$ cat src/rtl/mc_cfg_pkg.sv
// Shared constants for the macrocell fuse loader: frame geometry, field offsets,
// flag fuse indices and the loader state encoding.
package mc_cfg_pkg;

    localparam int PT_BITS   = 480;
    localparam int FLAG_BITS = 16;
    localparam int CFG_BITS  = 3 + 2 + PT_BITS + FLAG_BITS;
    localparam int CNT_W     = $clog2(CFG_BITS + 1);

    localparam int OE_OFS   = 0;
    localparam int GCLK_OFS = 3;
    localparam int PT_OFS   = 5;
    localparam int FLAG_OFS = 485;

    localparam int FL_PT1      = 0;
    localparam int FL_PT2      = 1;
    localparam int FL_PT3      = 2;
    localparam int FL_PT4      = 3;
    localparam int FL_PT5      = 4;
    localparam int FL_GCLR     = 5;
    localparam int FL_PT4_FUNC = 6;
    localparam int FL_PT5_FUNC = 7;
    localparam int FL_XOR_A    = 8;
    localparam int FL_XOR_B    = 9;
    localparam int FL_XOR_INV  = 10;
    localparam int FL_D        = 11;
    localparam int FL_DFAST    = 12;
    localparam int FL_STORAGE  = 13;
    localparam int FL_FB       = 14;
    localparam int FL_O        = 15;

    typedef enum logic [1:0] {
        IDLE  = 2'd0,
        SHIFT = 2'd1,
        CHECK = 2'd2
    } ldr_state_t;

    // True when the counter points at the trailing parity bit of the frame.
    function automatic logic is_parity_pos(input logic [CNT_W-1:0] cnt);
        return cnt == CNT_W'(CFG_BITS);
    endfunction

endpackage

$ cat src/rtl/mc_config_loader_if.sv
// Serial load handshake and status bundle between a frame source and the loader.
interface mc_config_loader_if;
    logic load_start;
    logic sdi;
    logic sdi_valid;
    logic sdi_ready;
    logic busy;
    logic cfg_valid;
    logic cfg_err;

    modport master (
        output load_start, sdi, sdi_valid,
        input  sdi_ready, busy, cfg_valid, cfg_err
    );

    modport slave (
        input  load_start, sdi, sdi_valid,
        output sdi_ready, busy, cfg_valid, cfg_err
    );
endinterface

$ cat src/rtl/mc_cfg_unpack.sv
// Combinational split of the flat active config vector into named macrocell fuses.
module mc_cfg_unpack
    import mc_cfg_pkg::*;
(
    input  logic [CFG_BITS-1:0] i_active,
    output logic [2:0]          oe_mux,
    output logic [1:0]          gclk_mux,
    output logic [PT_BITS-1:0]  ptgroupbitmap_mux,
    output logic                pt1_mux,
    output logic                pt2_mux,
    output logic                pt3_mux,
    output logic                pt4_mux,
    output logic                pt5_mux,
    output logic                gclr_mux,
    output logic                pt4_func_mux,
    output logic                pt5_func_mux,
    output logic                xor_a_mux,
    output logic                xor_b_mux,
    output logic                xor_inv_mux,
    output logic                d_mux,
    output logic                dfast_mux,
    output logic                storage_mux,
    output logic                fb_mux,
    output logic                o_mux
);
    logic [FLAG_BITS-1:0] w_flags;

    assign oe_mux            = i_active[OE_OFS +: 3];
    assign gclk_mux          = i_active[GCLK_OFS +: 2];
    assign ptgroupbitmap_mux = i_active[PT_OFS +: PT_BITS];
    assign w_flags           = i_active[FLAG_OFS +: FLAG_BITS];

    assign pt1_mux      = w_flags[FL_PT1];
    assign pt2_mux      = w_flags[FL_PT2];
    assign pt3_mux      = w_flags[FL_PT3];
    assign pt4_mux      = w_flags[FL_PT4];
    assign pt5_mux      = w_flags[FL_PT5];
    assign gclr_mux     = w_flags[FL_GCLR];
    assign pt4_func_mux = w_flags[FL_PT4_FUNC];
    assign pt5_func_mux = w_flags[FL_PT5_FUNC];
    assign xor_a_mux    = w_flags[FL_XOR_A];
    assign xor_b_mux    = w_flags[FL_XOR_B];
    assign xor_inv_mux  = w_flags[FL_XOR_INV];
    assign d_mux        = w_flags[FL_D];
    assign dfast_mux    = w_flags[FL_DFAST];
    assign storage_mux  = w_flags[FL_STORAGE];
    assign fb_mux       = w_flags[FL_FB];
    assign o_mux        = w_flags[FL_O];
endmodule

$ cat src/rtl/mc_config_loader.sv
// Serial fuse loader: shifts a framed bitstream into a shadow register, checks odd
// parity, and commits the frame atomically to the active macrocell config.
module mc_config_loader
    import mc_cfg_pkg::*;
(
    input  logic                clk,
    input  logic                rst_n,
    mc_config_loader_if.slave   bus,
    output logic [2:0]          oe_mux,
    output logic [1:0]          gclk_mux,
    output logic [PT_BITS-1:0]  ptgroupbitmap_mux,
    output logic                pt1_mux,
    output logic                pt2_mux,
    output logic                pt3_mux,
    output logic                pt4_mux,
    output logic                pt5_mux,
    output logic                gclr_mux,
    output logic                pt4_func_mux,
    output logic                pt5_func_mux,
    output logic                xor_a_mux,
    output logic                xor_b_mux,
    output logic                xor_inv_mux,
    output logic                d_mux,
    output logic                dfast_mux,
    output logic                storage_mux,
    output logic                fb_mux,
    output logic                o_mux
);
    ldr_state_t          r_state;
    ldr_state_t          w_state_next;
    logic [CNT_W-1:0]    r_cnt;
    logic                r_parity;
    logic [CFG_BITS-1:0] r_shadow;
    logic [CFG_BITS-1:0] r_active;
    logic                r_cfg_valid;
    logic                r_cfg_err;
    logic                w_xfer;
    logic                w_commit;
    logic                w_fail;

    // load_start has priority over a coincident transfer, so the bit is dropped.
    assign w_xfer = (r_state == SHIFT) && bus.sdi_valid && !bus.load_start;

    always_ff @(posedge clk or negedge rst_n) begin
        if (!rst_n) r_state <= IDLE;
        else        r_state <= w_state_next;
    end

    always_comb begin
        w_state_next = r_state;
        w_commit     = 1'b0;
        w_fail       = 1'b0;
        if (bus.load_start) begin
            w_state_next = SHIFT;
        end else begin
            case (r_state)
                IDLE:  w_state_next = IDLE;
                SHIFT: if (w_xfer && is_parity_pos(r_cnt)) w_state_next = CHECK;
                CHECK: begin
                    w_state_next = IDLE;
                    w_commit     = r_parity;
                    w_fail       = !r_parity;
                end
                default: w_state_next = IDLE;
            endcase
        end
    end

    always_ff @(posedge clk or negedge rst_n) begin
        if (!rst_n) begin
            r_cnt       <= '0;
            r_parity    <= 1'b0;
            r_shadow    <= '0;
            r_active    <= '0;
            r_cfg_valid <= 1'b0;
            r_cfg_err   <= 1'b0;
        end else begin
            if (bus.load_start) begin
                r_cnt     <= '0;
                r_parity  <= 1'b0;
                r_cfg_err <= 1'b0;
            end else if (w_xfer) begin
                r_cnt    <= r_cnt + CNT_W'(1);
                r_parity <= r_parity ^ bus.sdi;
            end
            // The parity bit only feeds the running XOR; it has no shadow slot.
            if (w_xfer && !is_parity_pos(r_cnt)) r_shadow[r_cnt] <= bus.sdi;
            if (w_commit) begin
                r_active    <= r_shadow;
                r_cfg_valid <= 1'b1;
            end
            if (w_fail) r_cfg_err <= 1'b1;
        end
    end

    assign bus.sdi_ready = (r_state == SHIFT);
    assign bus.busy      = (r_state != IDLE);
    assign bus.cfg_valid = r_cfg_valid;
    assign bus.cfg_err   = r_cfg_err;

    mc_cfg_unpack u_unpack (
        .i_active          (r_active),
        .oe_mux            (oe_mux),
        .gclk_mux          (gclk_mux),
        .ptgroupbitmap_mux (ptgroupbitmap_mux),
        .pt1_mux           (pt1_mux),
        .pt2_mux           (pt2_mux),
        .pt3_mux           (pt3_mux),
        .pt4_mux           (pt4_mux),
        .pt5_mux           (pt5_mux),
        .gclr_mux          (gclr_mux),
        .pt4_func_mux      (pt4_func_mux),
        .pt5_func_mux      (pt5_func_mux),
        .xor_a_mux         (xor_a_mux),
        .xor_b_mux         (xor_b_mux),
        .xor_inv_mux       (xor_inv_mux),
        .d_mux             (d_mux),
        .dfast_mux         (dfast_mux),
        .storage_mux       (storage_mux),
        .fb_mux            (fb_mux),
        .o_mux             (o_mux)
    );
endmodule

$ cat src/flat_wrapper.sv
// flat-port wrapper written by rule: the top's interface ports become plain ports
module mc_config_loader_flat import mc_cfg_pkg::*;
  (clk, rst_n, oe_mux, gclk_mux, ptgroupbitmap_mux, pt1_mux, pt2_mux, pt3_mux, pt4_mux, pt5_mux, gclr_mux, pt4_func_mux, pt5_func_mux, xor_a_mux, xor_b_mux, xor_inv_mux, d_mux, dfast_mux, storage_mux, fb_mux, o_mux, bus_load_start, bus_sdi, bus_sdi_valid, bus_sdi_ready, bus_busy, bus_cfg_valid, bus_cfg_err);
  mc_config_loader_if bus_i ();
  input  logic clk;
  input  logic rst_n;
  output logic [2:0] oe_mux;
  output logic [1:0] gclk_mux;
  output logic [PT_BITS-1:0] ptgroupbitmap_mux;
  output logic pt1_mux;
  output logic pt2_mux;
  output logic pt3_mux;
  output logic pt4_mux;
  output logic pt5_mux;
  output logic gclr_mux;
  output logic pt4_func_mux;
  output logic pt5_func_mux;
  output logic xor_a_mux;
  output logic xor_b_mux;
  output logic xor_inv_mux;
  output logic d_mux;
  output logic dfast_mux;
  output logic storage_mux;
  output logic fb_mux;
  output logic o_mux;
  input wire logic [$bits(bus_i.load_start)-1:0] bus_load_start;
  input wire logic [$bits(bus_i.sdi)-1:0] bus_sdi;
  input wire logic [$bits(bus_i.sdi_valid)-1:0] bus_sdi_valid;
  output wire logic [$bits(bus_i.sdi_ready)-1:0] bus_sdi_ready;
  output wire logic [$bits(bus_i.busy)-1:0] bus_busy;
  output wire logic [$bits(bus_i.cfg_valid)-1:0] bus_cfg_valid;
  output wire logic [$bits(bus_i.cfg_err)-1:0] bus_cfg_err;
  assign bus_i.load_start = bus_load_start;
  assign bus_i.sdi = bus_sdi;
  assign bus_i.sdi_valid = bus_sdi_valid;
  assign bus_sdi_ready = bus_i.sdi_ready;
  assign bus_busy = bus_i.busy;
  assign bus_cfg_valid = bus_i.cfg_valid;
  assign bus_cfg_err = bus_i.cfg_err;
  mc_config_loader u_core (.clk(clk), .rst_n(rst_n), .bus(bus_i), .oe_mux(oe_mux), .gclk_mux(gclk_mux), .ptgroupbitmap_mux(ptgroupbitmap_mux), .pt1_mux(pt1_mux), .pt2_mux(pt2_mux), .pt3_mux(pt3_mux), .pt4_mux(pt4_mux), .pt5_mux(pt5_mux), .gclr_mux(gclr_mux), .pt4_func_mux(pt4_func_mux), .pt5_func_mux(pt5_func_mux), .xor_a_mux(xor_a_mux), .xor_b_mux(xor_b_mux), .xor_inv_mux(xor_inv_mux), .d_mux(d_mux), .dfast_mux(dfast_mux), .storage_mux(storage_mux), .fb_mux(fb_mux), .o_mux(o_mux));
endmodule
$ cat config.mk
export PLATFORM = sky130hd
export DESIGN_NAME = mc_config_loader_flat
export DESIGN_NICKNAME = d
export VERILOG_FILES = /design/src/rtl/mc_cfg_pkg.sv /design/src/rtl/mc_config_loader_if.sv /design/src/rtl/mc_cfg_unpack.sv /design/src/rtl/mc_config_loader.sv /design/src/flat_wrapper.sv
export SDC_FILE = /design/constraint.sdc
export NUM_CORES = 1
export LEC_CHECK = 0
export ABC_AREA = 0
export BUFFER_PORTS_ARGS = -buffer_cell sky130_fd_sc_hd__buf_2
export CAP_MARGIN = 10
export CORE_UTILIZATION = 29
export CTS_BUF_LIST = sky130_fd_sc_hd__clkbuf_8
export CTS_CLUSTER_DIAMETER = 120
export DETAILED_ROUTE_END_ITERATION = 8
export PLACE_DENSITY = 0.52
export SETUP_SLACK_MARGIN = 0.2
export SKIP_CTS_REPAIR_TIMING = 1
export SYNTH_ARGS = -nofsm -noshare
export SYNTH_HDL_FRONTEND = slang
export SYNTH_SLANG_ARGS = --single-unit
$ cat constraint.sdc
create_clock -name clk -period 4.2 [get_ports clk]
set_clock_uncertainty 0.1 [all_clocks]
set_input_delay 0.84 -clock clk [delete_from_list [all_inputs] [get_ports clk]]
set_output_delay 0.84 -clock clk [all_outputs]
set_load 0.1 [all_outputs]
# Word-level counts from Yosys, hierarchy flattened

Cells that the tools add are included.

$add $sub $neg: 1
Multiply operators: 0
Divide/modulo/power cells: 0
Magnitude comparators: 2
Equality and inequality tests: 4
Shifts and indexed selects: 0
Muxes and demuxes: 16
Bitwise gates (word level): 1
Reduce and logical (&&, ||, !) cells: 11

Operators by type and width:

| cell                | count |
|---|---|
| $bwmux 501          | 1 |
| $mux 9              | 2 |
| $lt 9x10->1 const B | 1 |
| $add 9x1->9 const B | 1 |
| $demux 1 s9         | 1 |
| $eq 9x9->1 const B  | 1 |
| $ge 9x1->1 const B  | 1 |
| $mux 1              | 9 |
| $mux 2              | 3 |
| $reduce_bool 2->1   | 3 |
| $logic_and 1x1->1   | 5 |
| $logic_not 1->1     | 3 |
| $ne 3x2->1 const B  | 1 |
| $eq 2x1->1 const B  | 1 |
| $eq 2x2->1 const B  | 1 |
| $xor 1x1->1         | 1 |

Bits in registers: 1016
Latch bits: 0
Memory bits (writable): 0
Memory bits (read-only): 0
Input port bits: 5
Word-level logic and storage cells: 42
Memories kept: 0

# Depth between registers and ports, before layout

Word-level depth: 7
Depth in mapped cells: 8
Gate-level depth less buffers: 6

# Hierarchy

From an unflattened synthesis, not the netlist that was laid out.

Cells, all modules: 3461
Area total of the unflattened synthesis: 46702.3 um^2

Modules (own cells, without submodules):

| module           | instances | cells each | area an instance (um^2) | sequential area each (um^2) |
|---|---|---|---|---|
| mc_config_loader | 1         | 2960       | 42941.2                 | 25424.4 |
| mc_cfg_unpack    | 1         | 501        | 3761.1                  | 0.0 |

# Worst setup path after synthesis

OpenSTA, ideal clock, no wires.

Path kind: reg2out
Start point: reg u_core.r_state[1]
End point: out bus_sdi_ready
Arrival: 1882 ps
Slack: 1378 ps
Cell stages (with the launch flop): 3
Cell sequence: dfrtp_1 -> clkbuf_1 -> nor2b_1

Word-level cells in the longest chain between the ends: 1

RTL lines:

| element                  | RTL line               | RTL |
|---|---|---|
| start: declaration       | mc_config_loader.sv:29 | `ldr_state_t r_state;` |
| start signal: assignment | mc_config_loader.sv:46 | `else r_state <= w_state_next;` |
| $eq 2x1->1               | mc_config_loader.sv:96 | `assign bus.sdi_ready = (r_state == SHIFT);` |
| end: declaration         | flat_wrapper.sv:29     | `output wire logic [$bits(bus_i.sdi_ready)-1:0] bus_sdi_ready;` |

No other way between the ends.

# Worst setup path in the final report

Start point: reg u_core.r_state[0]
End point: out bus_sdi_ready

Same word-level chain as after synthesis.

==> results.yml <==
synthesis:
  synth_cells: 3375
  synth_top_area_share_pct: 62.17
  synth_edf_count: 0
  yosysTopAreaCell: "dfrtp_1"
  netlist_top_cells_area: "dfrtp_1 62%, mux2_2 16%, nand3_1 4.7%"
  yosysUniqueCellTypes: 44
  synth_seq_cells: 1016
  syn_area_mm2: 0.04089
  syn_nets: 3384
  yosysWarnings: 0
  async_flop_share_pct: 100.0
  synth_commonest_cells: "1016 x dfrtp_1, 569 x mux2_2, 409 x nand2_1, 387 x nand3_1, 368 x o21ai_0"
  yosysSeqAreaShare_pct: 62.17
  synth.most_common_cell: "dfrtp_1"
  ys.flop_type: "dfrtp_1"
  avgSynthCellArea_um2: 12.12
final_layout:
  layout-drive-gt1-share_pct: 38.46
  n_fill_cell: 13833
  syn_to_final_growth_pct: 21.65
  fin_nets: 3896
grt:
  grt_pass1_vias: 29086
  grt_pass1_wl_um: 212800
  overflow: 0
  grt_start_max_net_pins: 148
  track_usage_pct: 20.58
  antenna_found_initial: 15
clock_network:
  cts_tree: "yes"
  insertion_delay_ns: 0.91
  cts_buffer_depth: 3
  cts-buffers-inserted: 179
  cts_root_buffer: "clkbuf_8"
  htreeDepth: 4
  clkTransAtPathRegs_ns: 0.05
  clock_sinks: 1016
sta:
  finalCritPeriodShare_pct: 77.72
  setup_tns_ns: 0
  finalCriticalPeriod_ns: 3.264
  rsz0062_at_grt: "false"
  drv_slew: 0
  setup_slack_ns: 0.9356
  slew_headroom_pct: 12.77
  worst_pin_slew_ns: 1.304
  timing.fmax_mhz: 306.3
  hold_viol: 0
  setup_viol: 0
drt:
  wire_per_inst_um: 25.12
  num_vias: 29177
  dr.pass1.iters: 5
  drt_wl_total_um: 148000
  detail-route-antenna-nets: 0
  first_iter_violations: 2482
  drc: 0
  via_per_inst: 4.954
worst_setup_path:
  reg2reg_slack_ns: 1.10
  critPathCaptureType: "primary output"
  worstSetupPathType: "reg2out"
  crit_path_start: "u_core.r_state[0]$_DFFE_PN0P_"
  critical_path.max_fanout: 8
  start_kind: "flip-flop"
  r2r-start: "u_core.r_cnt[4]$_DFFE_PN0P_"
  cp.required_ns: 3.26
  arrival_ns: 2.32
place:
  hpwl_um: 93330
  dp_slack_ns: 0.8936
  routabilityCongestion: 0.7682
  io_buffers: 509
die:
  die_y_um: 377.5
  design.core.area_mm2: 0.1397
  rows: 137
  die_w_um: 377.5
  die_area_mm2: 0.1425
  io_pins: 510
  initial_core_util_pct: 29.27
power:
  leakage_nw: 26.74
  power.density_mw_per_mm2: 404.7
  ir_worst_vdd_mv: 0.2577
worst_hold_path:
  holdCritStartpoint: "bus_sdi_valid"
  hold_class: "in2reg"
flow_run:
  cap_violations: 0
run_status:
  status: "complete, no violations"
==> flip-flops by register name, indices dropped and copies added (netlist names) <==
signal / count
u_core.r_active: 501
u_core.bus.cfg_valid: 1
u_core.r_cnt: 9
u_core.r_shadow: 501
u_core.r_state: 2
u_core.bus.cfg_err: 1
u_core.r_parity: 1
==> final timing paths <==
path                            cells after the start                          endpoint
worst min register to register                      1  u_core.r_active[481]$_DFFE_PN0P_
worst max register to register                      5   u_core.r_shadow[84]$_DFFE_PN0P_
worst max-delay path                                2                     bus_sdi_ready
min in group asynchronous                           2  u_core.r_active[217]$_DFFE_PN0P_
max in group asynchronous                           3   u_core.r_active[90]$_DFFE_PN0P_
worst min-delay path                                4     u_core.r_state[0]$_DFFE_PN0P_
==> cell families (layout without fill, tap and decap cells) <==
kind of cell | Yosys count | after routing | share of synthesized area (%)
AND/OR/NAND/NOR | 1032 | 1032 | 12.13
flip-flops | 1016 | 1016 | 62.17
multiplexers | 632 | 632 | 17.40
AO/OA/AOI/OAI | 376 | 376 | 4.611
buffers and inverters | 306 | 943 | 3.366
XOR/XNOR | 9 | 9 | 0.1927
adder cells (fa/ha/maj) | 4 | 4 | 0.1224
other | 0 | 2 | 0
==> per-layer routing <==
layer	vias to the layer above	wire, µm	global-route usage, %
li1	12739	-	-
met1	15211	65720	28.27
met2	1021	68550	31.92
met3	206	10050	4.830
met4	0	3651	6.473
met5	-	0	0
==> power by group <==
part | leakage [nW] | internal (mW) | switching [mW]
logic | 10.5 | 0.0960 | 0.474
clock network | 2.08 | 5.44 | 4.31
registers | 14.2 | 9.81 | 0.0106
==> stage by stage <==
step	std cells	cell area (µm²)	power [mW]	hold WS, ns	utilization [%]
after detailed placement	5581	45950	10.58	0.3503	32.89
after CTS	5887	49730	20.43	-0.1953	35.60
after global placement	5581	45950	10.58	0.3477	32.89
after global routing	5890	49750	20.88	0.1634	35.61
after floorplan	3375	40890	10.15	0.3522	-
final	5890	49750	20.13	0.1813	35.61
==> final cells by class <==
cell class	count	area [µm²]	share of cell area, %
inverter	4	15.01	0.03018
clock inverter	84	729.5	1.466
multi-input combinational	2053	14270	28.68
sequential	1016	25420	51.11
clock buffer	222	3055	6.142
tap	1876	2347	4.718
antenna	2	5.005	0.01006
timing repair buffer	633	3901	7.842
==> cells in the final DEF, fill, tap and decap left out, types with 5 or more instances in the layout <==
cell type / synthesis / routed
and3_2: 0 / 11
clkbuf_8: 0 / 222
o21ai_0: 368 / 368
and2_1: 5 / 5
bufinv_16: 0 / 11
dfrtp_1: 1016 / 1016
mux2_1: 63 / 63
inv_1: 3 / 49
nor3_1: 88 / 88
buf_4: 6 / 91
nor2_1: 48 / 47
nand3_1: 387 / 376
mux2_2: 569 / 569
nand3_2: 0 / 7
clkinvlp_4: 0 / 10
nand3_4: 1 / 5
buf_12: 0 / 32
buf_2: 134 / 507
xor2_1: 5 / 5
clkinv_2: 0 / 8
nor3_2: 40 / 40
nand2_1: 409 / 409
==> critical path, cell delays in order, from the launching register on <==
cell	delay [ns]
dfrtp_1	0.53
nor2b_1	0.33
buf_2	0.55
Power figures use the tool's default switching activity.
